===== config.mk =====
export PLATFORM = sky130hd
export DESIGN_NAME = motion_reconstruction
export DESIGN_NICKNAME = d
export VERILOG_FILES = /design/src/rtl/motion_reconstruction.sv
export SDC_FILE = /design/constraint.sdc
export NUM_CORES = 1
export LEC_CHECK = 0
export ABC_AREA = 0
export BUFFER_PORTS_ARGS = -buffer_cell sky130_fd_sc_hd__buf_2
export CAP_MARGIN = 20
export CORE_MARGIN = 5
export CORE_UTILIZATION = 30
export CTS_BUF_LIST = sky130_fd_sc_hd__clkbuf_4
export DETAILED_ROUTE_END_ITERATION = 8
export GPL_ROUTABILITY_DRIVEN = 1
export HOLD_SLACK_MARGIN = 0.02
export PLACE_DENSITY_LB_ADDON = 0.05
export REMOVE_ABC_BUFFERS = 1
export SKIP_CTS_REPAIR_TIMING = 1
export SLEW_MARGIN = 25
export SYNTH_ARGS = -nofsm -noshare
export SYNTH_HDL_FRONTEND = slang
export SYNTH_SLANG_ARGS = --single-unit

===== constraint.sdc =====
create_clock -name clk -period 6.2 [get_ports clk]
set_input_delay 0 -clock clk [delete_from_list [all_inputs] [get_ports clk]]
set_output_delay 0 -clock clk [all_outputs]
set_load 0.005 [all_outputs]

===== src/rtl/motion_reconstruction.sv =====
// Motion-compensated block reconstruction: recon = ref + residual, one lane per cycle.
// Optional saturation with clip counting is enabled by defining MC_RECON_CLIP_EN.
module motion_reconstruction #(
  parameter int MB_SIZE     = 4,
  parameter int PIXEL_WIDTH = 8,
  parameter int RES_WIDTH   = PIXEL_WIDTH + 1
) (
  input  logic                             clk,
  input  logic                             reset,
  input  logic [PIXEL_WIDTH*MB_SIZE-1:0]   ref_frame,
  input  logic [RES_WIDTH*MB_SIZE-1:0]     residual,
  input  logic                             src_valid,
  output logic                             src_ready,
  output logic                             dst_valid,
  input  logic                             dst_ready,
  output logic [PIXEL_WIDTH*MB_SIZE-1:0]   recon,
  output logic [$clog2(MB_SIZE+1)-1:0]     clip_count
);

  // Sums are formed at PIXEL_WIDTH+2 bits; RES_WIDTH must stay below that.
  localparam int SUM_W  = PIXEL_WIDTH + 2;
  localparam int LANE_W = (MB_SIZE > 1) ? $clog2(MB_SIZE) : 1;
  localparam int CNT_W  = $clog2(MB_SIZE + 1);
  localparam logic [LANE_W-1:0] LAST_LANE = LANE_W'(MB_SIZE - 1);

  typedef enum logic [1:0] {
    IDLE  = 2'd0,
    RECON = 2'd1,
    OUT   = 2'd2
  } state_t;

  state_t                           state_r;
  state_t                           state_n_s;
  logic [LANE_W-1:0]                lane_r;
  logic [PIXEL_WIDTH*MB_SIZE-1:0]   ref_r;
  logic [RES_WIDTH*MB_SIZE-1:0]     res_r;
  logic [PIXEL_WIDTH*MB_SIZE-1:0]   recon_r;
  logic [CNT_W-1:0]                 clip_r;
  logic                             dst_valid_r;
  logic                             src_ready_r;
  logic [PIXEL_WIDTH-1:0]           ref_lane_s;
  logic [RES_WIDTH-1:0]             res_lane_s;
  logic [PIXEL_WIDTH-1:0]           pix_s;
  logic                             clip_hit_s;

  function automatic logic [SUM_W-1:0] lane_sum(input logic [PIXEL_WIDTH-1:0] pix,
                                               input logic [RES_WIDTH-1:0]   res);
    logic [SUM_W-1:0] res_ext;
    res_ext = {{(SUM_W-RES_WIDTH){res[RES_WIDTH-1]}}, res};
    return {2'b00, pix} + res_ext;
  endfunction

`ifdef MC_RECON_CLIP_EN
  logic [SUM_W-1:0] sum_s;

  // Negative sums have the top bit set; bit PIXEL_WIDTH flags an overflow past full scale.
  function automatic logic lane_clipped(input logic [SUM_W-1:0] sum);
    return sum[SUM_W-1] | sum[SUM_W-2];
  endfunction

  function automatic logic [PIXEL_WIDTH-1:0] lane_saturate(input logic [SUM_W-1:0] sum);
    logic [PIXEL_WIDTH-1:0] pix;
    if (sum[SUM_W-1]) begin
      pix = {PIXEL_WIDTH{1'b0}};
    end else if (sum[SUM_W-2]) begin
      pix = {PIXEL_WIDTH{1'b1}};
    end else begin
      pix = sum[PIXEL_WIDTH-1:0];
    end
    return pix;
  endfunction

  // Saturating lane result and clip detection.
  always_comb begin
    sum_s      = lane_sum(ref_lane_s, res_lane_s);
    pix_s      = lane_saturate(sum_s);
    clip_hit_s = lane_clipped(sum_s);
  end
`else
  function automatic logic [PIXEL_WIDTH-1:0] lane_wrap(input logic [PIXEL_WIDTH-1:0] pix,
                                                      input logic [RES_WIDTH-1:0]   res);
    logic [SUM_W-1:0] sum;
    sum = lane_sum(pix, res);
    return sum[PIXEL_WIDTH-1:0];
  endfunction

  // Wrapping lane result; nothing ever counts as clipped.
  always_comb begin
    pix_s      = lane_wrap(ref_lane_s, res_lane_s);
    clip_hit_s = 1'b0;
  end
`endif

  // Select the operands of the lane currently being reconstructed.
  always_comb begin
    ref_lane_s = ref_r[lane_r*PIXEL_WIDTH +: PIXEL_WIDTH];
    res_lane_s = res_r[lane_r*RES_WIDTH +: RES_WIDTH];
  end

  // Next-state logic.
  always_comb begin
    state_n_s = state_r;
    case (state_r)
      IDLE: begin
        if (src_valid) begin
          state_n_s = RECON;
        end else begin
          state_n_s = IDLE;
        end
      end
      RECON: begin
        if (lane_r == LAST_LANE) begin
          state_n_s = OUT;
        end else begin
          state_n_s = RECON;
        end
      end
      OUT: begin
        if (dst_ready) begin
          state_n_s = IDLE;
        end else begin
          state_n_s = OUT;
        end
      end
      default: begin
        state_n_s = IDLE;
      end
    endcase
  end

  // State register.
  always_ff @(posedge clk or negedge reset) begin
    if (!reset) begin
      state_r <= IDLE;
    end else begin
      state_r <= state_n_s;
    end
  end

  // Capture, per-lane reconstruction and registered handshake outputs.
  always_ff @(posedge clk or negedge reset) begin
    if (!reset) begin
      lane_r      <= {LANE_W{1'b0}};
      ref_r       <= {(PIXEL_WIDTH*MB_SIZE){1'b0}};
      res_r       <= {(RES_WIDTH*MB_SIZE){1'b0}};
      recon_r     <= {(PIXEL_WIDTH*MB_SIZE){1'b0}};
      clip_r      <= {CNT_W{1'b0}};
      dst_valid_r <= 1'b0;
      src_ready_r <= 1'b1;
    end else begin
      dst_valid_r <= (state_n_s == OUT);
      src_ready_r <= (state_n_s == IDLE);
      case (state_r)
        IDLE: begin
          if (src_valid) begin
            ref_r  <= ref_frame;
            res_r  <= residual;
            lane_r <= {LANE_W{1'b0}};
            clip_r <= {CNT_W{1'b0}};
          end
        end
        RECON: begin
          recon_r[lane_r*PIXEL_WIDTH +: PIXEL_WIDTH] <= pix_s;
          if (clip_hit_s) begin
            clip_r <= clip_r + CNT_W'(1);
          end
          // Index parks on the last lane rather than wrapping.
          if (lane_r != LAST_LANE) begin
            lane_r <= lane_r + LANE_W'(1);
          end
        end
        OUT: begin
          lane_r <= lane_r;
        end
        default: begin
          lane_r <= {LANE_W{1'b0}};
        end
      endcase
    end
  end

  assign src_ready  = src_ready_r;
  assign dst_valid  = dst_valid_r;
  assign recon      = recon_r;
  assign clip_count = clip_r;

endmodule


Yosys cells after proc, flatten, opt, wreduce, memory -nomap -nowiden. Cells that the tools add are included.

Bits in registers: 106. Latch bits: 0. Bits in writable memories: 0. Memory bits (read-only): 0. Input port bits: 72. Output and inout bits: 37. Memories kept: 0.

Add/subtract/negate cells: 3. $mul: 1. Divide/modulo/power cells: 0. $lt $le $gt $ge: 0. Eq/ne operators: 7. Shifts and indexed selects: 4. Multiplexer cells: 8. Bitwise gates (word level): 1. Reduce and logical (&&, ||, !) cells: 4.

Operators with widths (number): variable part select 36 x 7 -> 8 bit (1); negation 5 -> 34 bit (1); variable shift 8 x 34 -> 32 bit (first input constant) (1); variable part select 8 x 34 -> 32 bit (1); bitwise mux 32 bit (1); variable part select 32 x 6 -> 8 bit (1); case mux 2 bit (3 select lines) (2); adder 8 bit (1); two-way mux 2 bit (4); equality test 2 bit (second input constant) (3); multiplier 2 x 4 -> 6 bit (second input constant) (1); inequality test 2 bit (second input constant) (3); logical NOT 2 bit (2); AND reduction 3 bit (1); adder 2 x 1 -> 2 bit (second input constant) (1); equality test 2 x 1 -> 1 bit (second input constant) (1); AND reduction 2 bit (1); two-way mux 1 bit (1); inverter 1 bit (1).

Longest topological paths before layout. Gate-level depths: netlist of run 1.

Depth after elaboration: 5. Gate-level depth with buffers: 11.

Worst setup path after synthesis of run 1. OpenSTA, ideal clock, no wires.

Path kind: register to register. From: register lane_r[0]. To: register recon_r[30] (netlist: recon[30]). Library setup time: 0.067 ns. Arrival: 2.925 ns. Data required time: 6.133 ns. Slack: 3.209 ns. Cell stages (with the launch flop): 12. Path through: dfrtp_1 -> buf_2 -> buf_4 -> mux4_2 -> ha_1 -> inv_1 -> fa_1 -> nor2b_4 -> o31a_1 -> or4b_1 -> nand3_2 -> a22o_1.

Longest elaborated chain between the ends: 5.

RTL lines: start: declaration (line 34) `logic [LANE_W-1:0] lane_r;`; start signal: assignment (line 143) `lane_r <= {LANE_W{1'b0}};`; start signal: assignment (line 158) `lane_r <= {LANE_W{1'b0}};`; start signal: assignment (line 169) `lane_r <= lane_r + LANE_W'(1);`; multiplier 2 x 4 -> 6 bit (line 97) `res_lane_s = res_r[lane_r*RES_WIDTH +: RES_WIDTH];`; variable part select 36 x 7 -> 8 bit (line 97); adder 8 bit (line 50) `return {2'b00, pix} + res_ext;`; variable part select 8 x 34 -> 32 bit (line 163) `recon_r[lane_r*PIXEL_WIDTH +: PIXEL_WIDTH] <= pix_s;`; bitwise mux 32 bit * (line 163); end signal: assignment (line 146) `recon_r <= {(PIXEL_WIDTH*MB_SIZE){1'b0}};`; end signal: indexed assignment (line 163); end: declaration (line 37) `logic [PIXEL_WIDTH*MB_SIZE-1:0] recon_r;`.

Every way passes the cells marked *; elsewhere a longest branch is shown, timed or not. A chain may end at the register's enable or synchronous reset.

Worst setup path in the final report of run 1.
From: register lane_r[0]. To: register recon_r[6] (netlist: recon[6]).

The elaborated chain is that of the path after synthesis.

==> metrics.yaml, run 1 <==
grt:
  antenna_found_initial: 0
  grt_pass1_wl_mm: 17.5
  grt_max_degree: 65
  grt_pass1_vias: 3167
  grt_overflow: 0
  track_usage_pct: 12.6
clock_tree:
  cts-root-buf: "clkbuf_4"
  cts.clk_slew.worst_paths_ns: 0.15
  htree_levels: 3
  cts_tree: "done"
  cts_made_buffers: 9
  clk_latency_ns: 0.47
  cts_buffer_depth: 2
  clock-sinks: 102
place:
  dp_hpwl_mm: 7.74
  placed_area_um2: 5310
  port_buffers: 101
  place.gp.congestion: 0.714
logic_synthesis:
  yosys.area.top_type_share_pct: 54.8
  async_flop_share_pct: 100
  synth_most_common_cell: "dfrtp_1"
  synthCells: 320
  ys.warnings.count: 0
  syn_area_um2: 4610
  synth_ff_type: "dfrtp_1"
  synth.distinct_cells: 43
  synth_top_cell_by_area: "dfrtp_1"
  synth_commonest_cells: "101 x dfrtp_1, 65 x mux2_2, 22 x a22o_1, 16 x nand2_1, 15 x mux4_2"
  ys_top_cells_by_area: "dfrtp_1 55%, mux2_2 16%, mux4_2 7.3%"
  seq_area_frac_synth_pct: 55.3
  synth_edf_count: 0
  avgSynthCellArea_um2: 14.4
  synth_seq_cells: 102
pwr:
  p_leak_nw: 2.82
  p_total_mw: 3.24
  vdd_drop_max_mv: 0.172
  pwr_density_cell_nw_per_um2: 528
floorplanning:
  io_pins: 109
  chipWidth_um: 134
  rows: 45
  die_h_um: 134
  die-area_um2: 18000
  coreArea_um2: 15100
  initial_core_util_pct: 30.5
worst_setup_path:
  crit_buf_inv: 2
  r2r_slack_ns: 2.76
  slowest_delay_ns: 0.77
  cp-end-kind: "register"
  crit_path_cell_trace: "buf_4 > mux4_2 > ha_1 > inv_1 > fa_1 > nor2b_4 > o31a_1 > or4b_1 > nand3_2 > a22o_1"
  crit_slowest_cell: "dfrtp_1"
  critical-path-top-delay-family: "flip-flops"
  arrival_ns: 3.85
  crit_fanout: 13
  crit_path_start_kind: "register"
  path_class: "register to register"
  worstPathRequired_ns: 6.61
timing:
  skew_ns: 0.0195
  relSlewSlack_pct: 43.4
  finalCriticalPeriod_ns: 3.44
  max_freq_ghz: 0.291
  timing.hold.ws_ns: 0.0618
  tns_ns: 0
  finalMaxSlewViolations: 0
  min_period_over_period_pct: 55.5
  setup_viol: 0
  rsz0062_at_grt: "false"
  finalHoldViolCount: 0
  tightest_slew_ns: 0.849
route:
  num_vias: 3197
  avgRoutedWirePerCell_um: 16.3
  route.detailed.drc: 0
  vias_per_cell: 4.68
  ant_nets: 0
  finalWirelength_mm: 11.2
  drt-pass1-iter-count: 4
  dr.first_iter.drc_count: 119
cells_and_area:
  fin_nets: 576
  design_area_um2: 6130
  antenna_cells: 0
  synthToLayoutAreaGrowth_pct: 32.9
  final_util_pct: 40.5
  nFillCells: 1453
  layout-drive-gt1-share_pct: 42.2
worst_hold_path:
  hold_path_class: "input pin to asynchronous set/reset pin"
flow_run:
  drv_cap: 0
status:
  status: "completed"
-- cell families (layout without fill, tap and decap cells) --
| logic type | Yosys count | count (layout) | synth area share [%] |
|---|---|---|---|
| flip-flops | 102 | 102 | 55.3 |
| multiplexers | 82 | 82 | 23.6 |
| AO/OA/AOI/OAI | 47 | 47 | 7.21 |
| AND/OR/NAND/NOR | 43 | 43 | 5.56 |
| buffers and inverters | 22 | 195 | 2.52 |
| adder cells (fa/ha/maj) | 14 | 14 | 3.96 |
| XOR/XNOR | 9 | 9 | 1.71 |
| other | 1 | 3 | 0.0813 |
-- layer usage --
layer | track usage (%) | vias up | part of all wire, %
met3 | 5.10 | 5 | 5.4
li1 | - | 1509 | -
met4 | 3.39 | 0 | 0.95
met2 | 19.3 | 88 | 48
met1 | 16.8 | 1595 | 46
met5 | 0 | - | 0
-- registers in the layout (all words and copies together), names as in the netlist --
signal and flops:
dst_valid 1, lane_r 2, recon 32, ref_r 32
res_r 32, src_ready 1, state_r 2
-- power by group --
part | leakage (nW) | switching [mW] | internal, mW
combinational | 1.47 | 0.933 | 0.821
sequential | 1.27 | 0.162 | 0.945
clock | 0.0829 | 0.214 | 0.164
-- cells in the final DEF, fill, tap and decap left out, types with 2 or more instances in the layout --
master           n
nand2_4          2
ha_1            13
buf_2          100
nand4_1          2
clkinv_1         3
mux4_2          15
xnor2_1          7
nand3_1          2
inv_1            6
buf_4            5
or3_1            2
conb_1           3
clkbuf_4        10
nand2_1         16
o31ai_1          2
nor3_2           2
bufinv_16        2
mux2i_1          2
o21ai_1          7
o21ai_0          7
nor2_1           6
a21oi_1          5
mux2_2          65
xor2_1           2
dfrtp_1        101
a22o_1          22
dlygate4sd3_1   67
-- worst paths after layout --
check,start,to,depth (start not counted)
min reg2reg,recon[2],recon[2],2
min,reset,recon[1],2
min in group clk,dst_ready,dst_valid,3
max,lane_r[0],recon[6],10
max in group asynchronous,reset,res_r[20],3
max reg2reg,lane_r[0],recon[6],10
-- metrics by stage --
stage | instances | setup WS (ns)
finish | 683 | 2.76
global route | 683 | 2.51
CTS | 616 | 2.68
detailed placement | 600 | 2.73
global placement | 600 | 2.73
floorplan | 307 | 0.326
-- layout make-up --
type                       instances  area [µm²]  area share, %
clock buffer                      10        75.1           1.22
clock inverter                     6        76.3           1.24
inverter                           7        26.3          0.428
multi-input combinational        198        1960           31.9
sequential                       102        2550           41.6
tap                              188         235           3.84
timing repair buffer             172        1210           19.7
No activity file was read; power rests on OpenSTA's default activity.
==> run 2: changes to the inputs <==
--- a/config.mk
+++ b/config.mk
@@ -5,7 +5,7 @@
 export SDC_FILE = /design/constraint.sdc
 export NUM_CORES = 1
 export LEC_CHECK = 0
-export ABC_AREA = 0
+export ABC_AREA = 1
 export BUFFER_PORTS_ARGS = -buffer_cell sky130_fd_sc_hd__buf_2
 export CAP_MARGIN = 20
 export CORE_MARGIN = 5
==> constraint.sdc (replaced) <==
create_clock -name clk -period 3.3 [get_ports clk]
set_input_delay 0 -clock clk [delete_from_list [all_inputs] [get_ports clk]]
set_output_delay 0 -clock clk [all_outputs]
set_load 0.005 [all_outputs]
==> metrics.yaml, run 2 <==
worst_hold_path:
  hold_path_class: "input pin to asynchronous set/reset pin"
logic_synthesis:
  synth_most_common_cell: "dfrtp_1"
  yosys.area.top_type_share_pct: 51.1  # -3.7 points
  synth_seq_cells: 102  # unchanged
  seq_area_frac_synth_pct: 51.6  # -3.7 points
  async_flop_share_pct: 100  # unchanged
  synth_commonest_cells: "101 x dfrtp_1, 92 x nand2_1, 44 x nor2_1, 40 x mux2_4, 37 x o21ai_0"
  synthCells: 469  # +47%
  synth_edf_count: 0  # unchanged
  ys.warnings.count: 0  # unchanged
  synth_top_cell_by_area: "dfrtp_1"
  avgSynthCellArea_um2: 10.5  # -27%
  ys_top_cells_by_area: "dfrtp_1 51%, mux2_4 12%, nand2_1 7.0%"
  syn_area_um2: 4950  # +7.2%
  synth_ff_type: "dfrtp_1"
  synth.distinct_cells: 36  # -16%
pwr:
  p_seq_share_pct: 34.2  # about the same
  sw_frac_of_total_pct: 43.4  # +2.9 points
  p_comb_share_pct: 56.0  # +1.9 points
  pwr_density_cell_nw_per_um2: 949  # +80%
  clock_power_share_pct: 9.8  # -1.9 points
  p_switching_mw: 2.66  # +100%
  vdd_drop_max_mv: 0.315  # +83%
  p_total_mw: 6.14  # +90%
  internal_power_mw: 3.48  # +80%
  p_leak_nw: 3.30  # +17%
worst_setup_path:
  r2r_slack_ns: 0.62  # -2.14 ns
  crit_slowest_cell: "dfrtp_1"
  cp-end-kind: "register"
  crit_fanout: 26  # +13
  path_class: "register to register"
  crit_path_cell_trace: "inv_2 > nand2_1 > a32oi_1 > inv_1 > fa_1 > nand3b_1 > nand2_1 > nand3_1 > nand2_1 > nand2_1 > nand2_1 > nand4_1 > nand2_1"
  reg2reg_depth: 13  # +3
  critical-path-top-delay-family: "simple AND/OR/NAND/NOR gates"
  crit_buf_inv: 2  # unchanged
  arrival_ns: 3.08  # -0.77 ns
  r2r-end: "recon[14]"
  crit_path_start_kind: "register"
  worstPathRequired_ns: 3.70  # -2.91 ns
  r2r-start: "lane_r[0]"
  cp-startpoint: "lane_r[0]"
  path_common_cell: "nand2_1"
  slowest_delay_ns: 0.44  # -0.33 ns
timing:
  finalHoldViolCount: 0  # unchanged
  finalMaxSlewViolations: 0  # unchanged
  rsz0062_at_grt: "false"
  min_period_over_period_pct: 81.2  # +26 points
  timing.hold.ws_ns: 0.0958  # +0.0339 ns
  tightest_slew_ns: 0.768  # -0.0819 ns
  max_freq_ghz: 0.373  # +28%
  relSlewSlack_pct: 48.8  # +5.5 points
  setup_viol: 0  # unchanged
  tns_ns: 0  # unchanged
  finalCriticalPeriod_ns: 2.68  # -0.761 ns
  skew_ns: 0.0317  # +0.0122 ns
status:
  status: "completed"
route:
  vias_per_cell: 4.44  # -5.2%
  finalWirelength_mm: 12.9  # +16%
  dr.first_iter.drc_count: 198  # +66%
  ant_nets: 0  # unchanged
  route.detailed.drc: 0  # unchanged
  drt-pass1-iter-count: 4  # unchanged
  num_vias: 3832  # +20%
  avgRoutedWirePerCell_um: 15.0  # -8.4%
grt:
  grt_pass1_wl_mm: 20.0  # +14%
  antenna_found_initial: 1  # +1
  grtUsageMet1_pct: 18.1  # +1.3 points
  track_usage_pct: 13.1  # +0.42 points
  grt_overflow: 0  # unchanged
  grtUsageMet2_pct: 20.0  # +0.75 points
  grt_util_met3_pct: 3.25  # -1.9 points
  top_usage_layer: "met2"
  grt_pass1_vias: 3635  # +15%
  grt_max_degree: 72  # +11%
cells_and_area:
  synthToLayoutAreaGrowth_pct: 30.8
  layout-drive-gt1-share_pct: 30.0  # -12 points
  final_common_cell: "dfrtp_1"
  regArea_um2: 2550  # unchanged
  nFillCells: 1678  # +15%
  fin_cells: 864  # +27%
  most-common-layout-cells: "101 x dfrtp_1, 100 x buf_2, 91 x nand2_1"
  fin_nets: 724  # +26%
  multi_input_area_um2: 2150  # +9.8%
flow_run:
  drv_cap: 0  # unchanged
place:
  dpl.cell_count: 781  # +30%
  dp_hpwl_mm: 8.99  # +16%
  place.gp.congestion: 0.752  # +5.3%
  port_buffers: 101  # unchanged
floorplanning:
  chipWidth_um: 138  # +3.3%
  initial_core_util_pct: 30.1  # -0.32 points
  rows: 47  # +4.4%
  coreArea_um2: 16400  # +8.3%
  die-area_um2: 19200  # +6.6%
  io_pins: 109  # unchanged
  die_h_um: 138  # +3.3%
clock_tree:
  clk_latency_ns: 0.47  # about the same
  htree_levels: 3  # unchanged
  cts_buffer_depth: 2  # unchanged
  cts_made_buffers: 9  # unchanged
  cts_tree: "done"
  cts-root-buf: "clkbuf_4"
  cts.clk_slew.worst_paths_ns: 0.17  # +0.02 ns
  clock-sinks: 102  # unchanged
[run 2: cell types whose count changed after synthesis, sizes merged, moves of 15 or more]
cell,previous run,this run
nor2,6,47
inv,7,30
o21ai,14,42
nand2,19,96
mux4,15,0
a22o,22,5
[run 2: cell families after synthesis]
kind of cell	Yosys count	share of synthesized area [%]
multiplexers	56	15.8
flip-flops	102	51.6
AO/OA/AOI/OAI	78	8.93
XOR/XNOR	3	0.531
AND/OR/NAND/NOR	163	14.1
buffers and inverters	52	5.24
adder cells (fa/ha/maj)	14	3.69
other	1	0.0758
[run 2: worst register-to-register path, cell delays in order, from the launching register on]
cell	delay [ns]
dfrtp_1	0.44
inv_2	0.39
nand2_1	0.10
a32oi_1	0.34
inv_1	0.11
fa_1	0.43
nand3b_1	0.17
nand2_1	0.11
nand3_1	0.10
nand2_1	0.07
nand2_1	0.04
nand2_1	0.14
nand4_1	0.11
nand2_1	0.08
[run 2: final cells by class]
class	instances	area share, %
diodes	1	0.0387
repair buffers	177	19.5
multi-input cells	317	33.2
clock inverters	6	0.580
clock buffers	10	1.16
inverters	31	1.80
flip-flops and latches	102	39.5
well taps	220	4.26
[run 2: through the flow]
| stage | util, % | setup WS (ns) | area, µm² |
|---|---|---|---|
| after floorplan | - | 0.286 | 4810 |
| after global placement | 34.7 | 0.605 | 5690 |
| after detailed placement | 34.7 | 0.599 | 5690 |
| after CTS | 35.4 | 0.534 | 5800 |
| after global routing | 39.4 | 0.320 | 6470 |
| final | 39.4 | 0.622 | 6470 |
[run 2: layer usage]
| metal | routed length, µm | vias up |
|---|---|---|
| met5 | 0 | - |
| met4 | 179 | 0 |
| met3 | 488 | 11 |
| met2 | 6100 | 77 |
| met1 | 6160 | 1836 |
| li1 | - | 1908 |
[run 2: power groups by stage]
stage	clock network [mW]	logic, mW	registers [mW]
after floorplan	0	2.47	2.10
after detailed placement	0	3.47	2.13
after global routing	0.691	3.92	2.16
after global placement	0	3.43	2.12
after CTS	0.640	3.48	2.10
final	0.599	3.44	2.10
[run 2: worst max-delay path by stage]
stage	to	slack, ns	cells past startpoint
floorplan	ref_r[0]	0.29	3
global placement	recon[14]	0.60	13
detailed placement	recon[14]	0.60	13
CTS	recon[14]	0.53	13
global route	recon[14]	0.32	14
finish	recon[14]	0.62	13
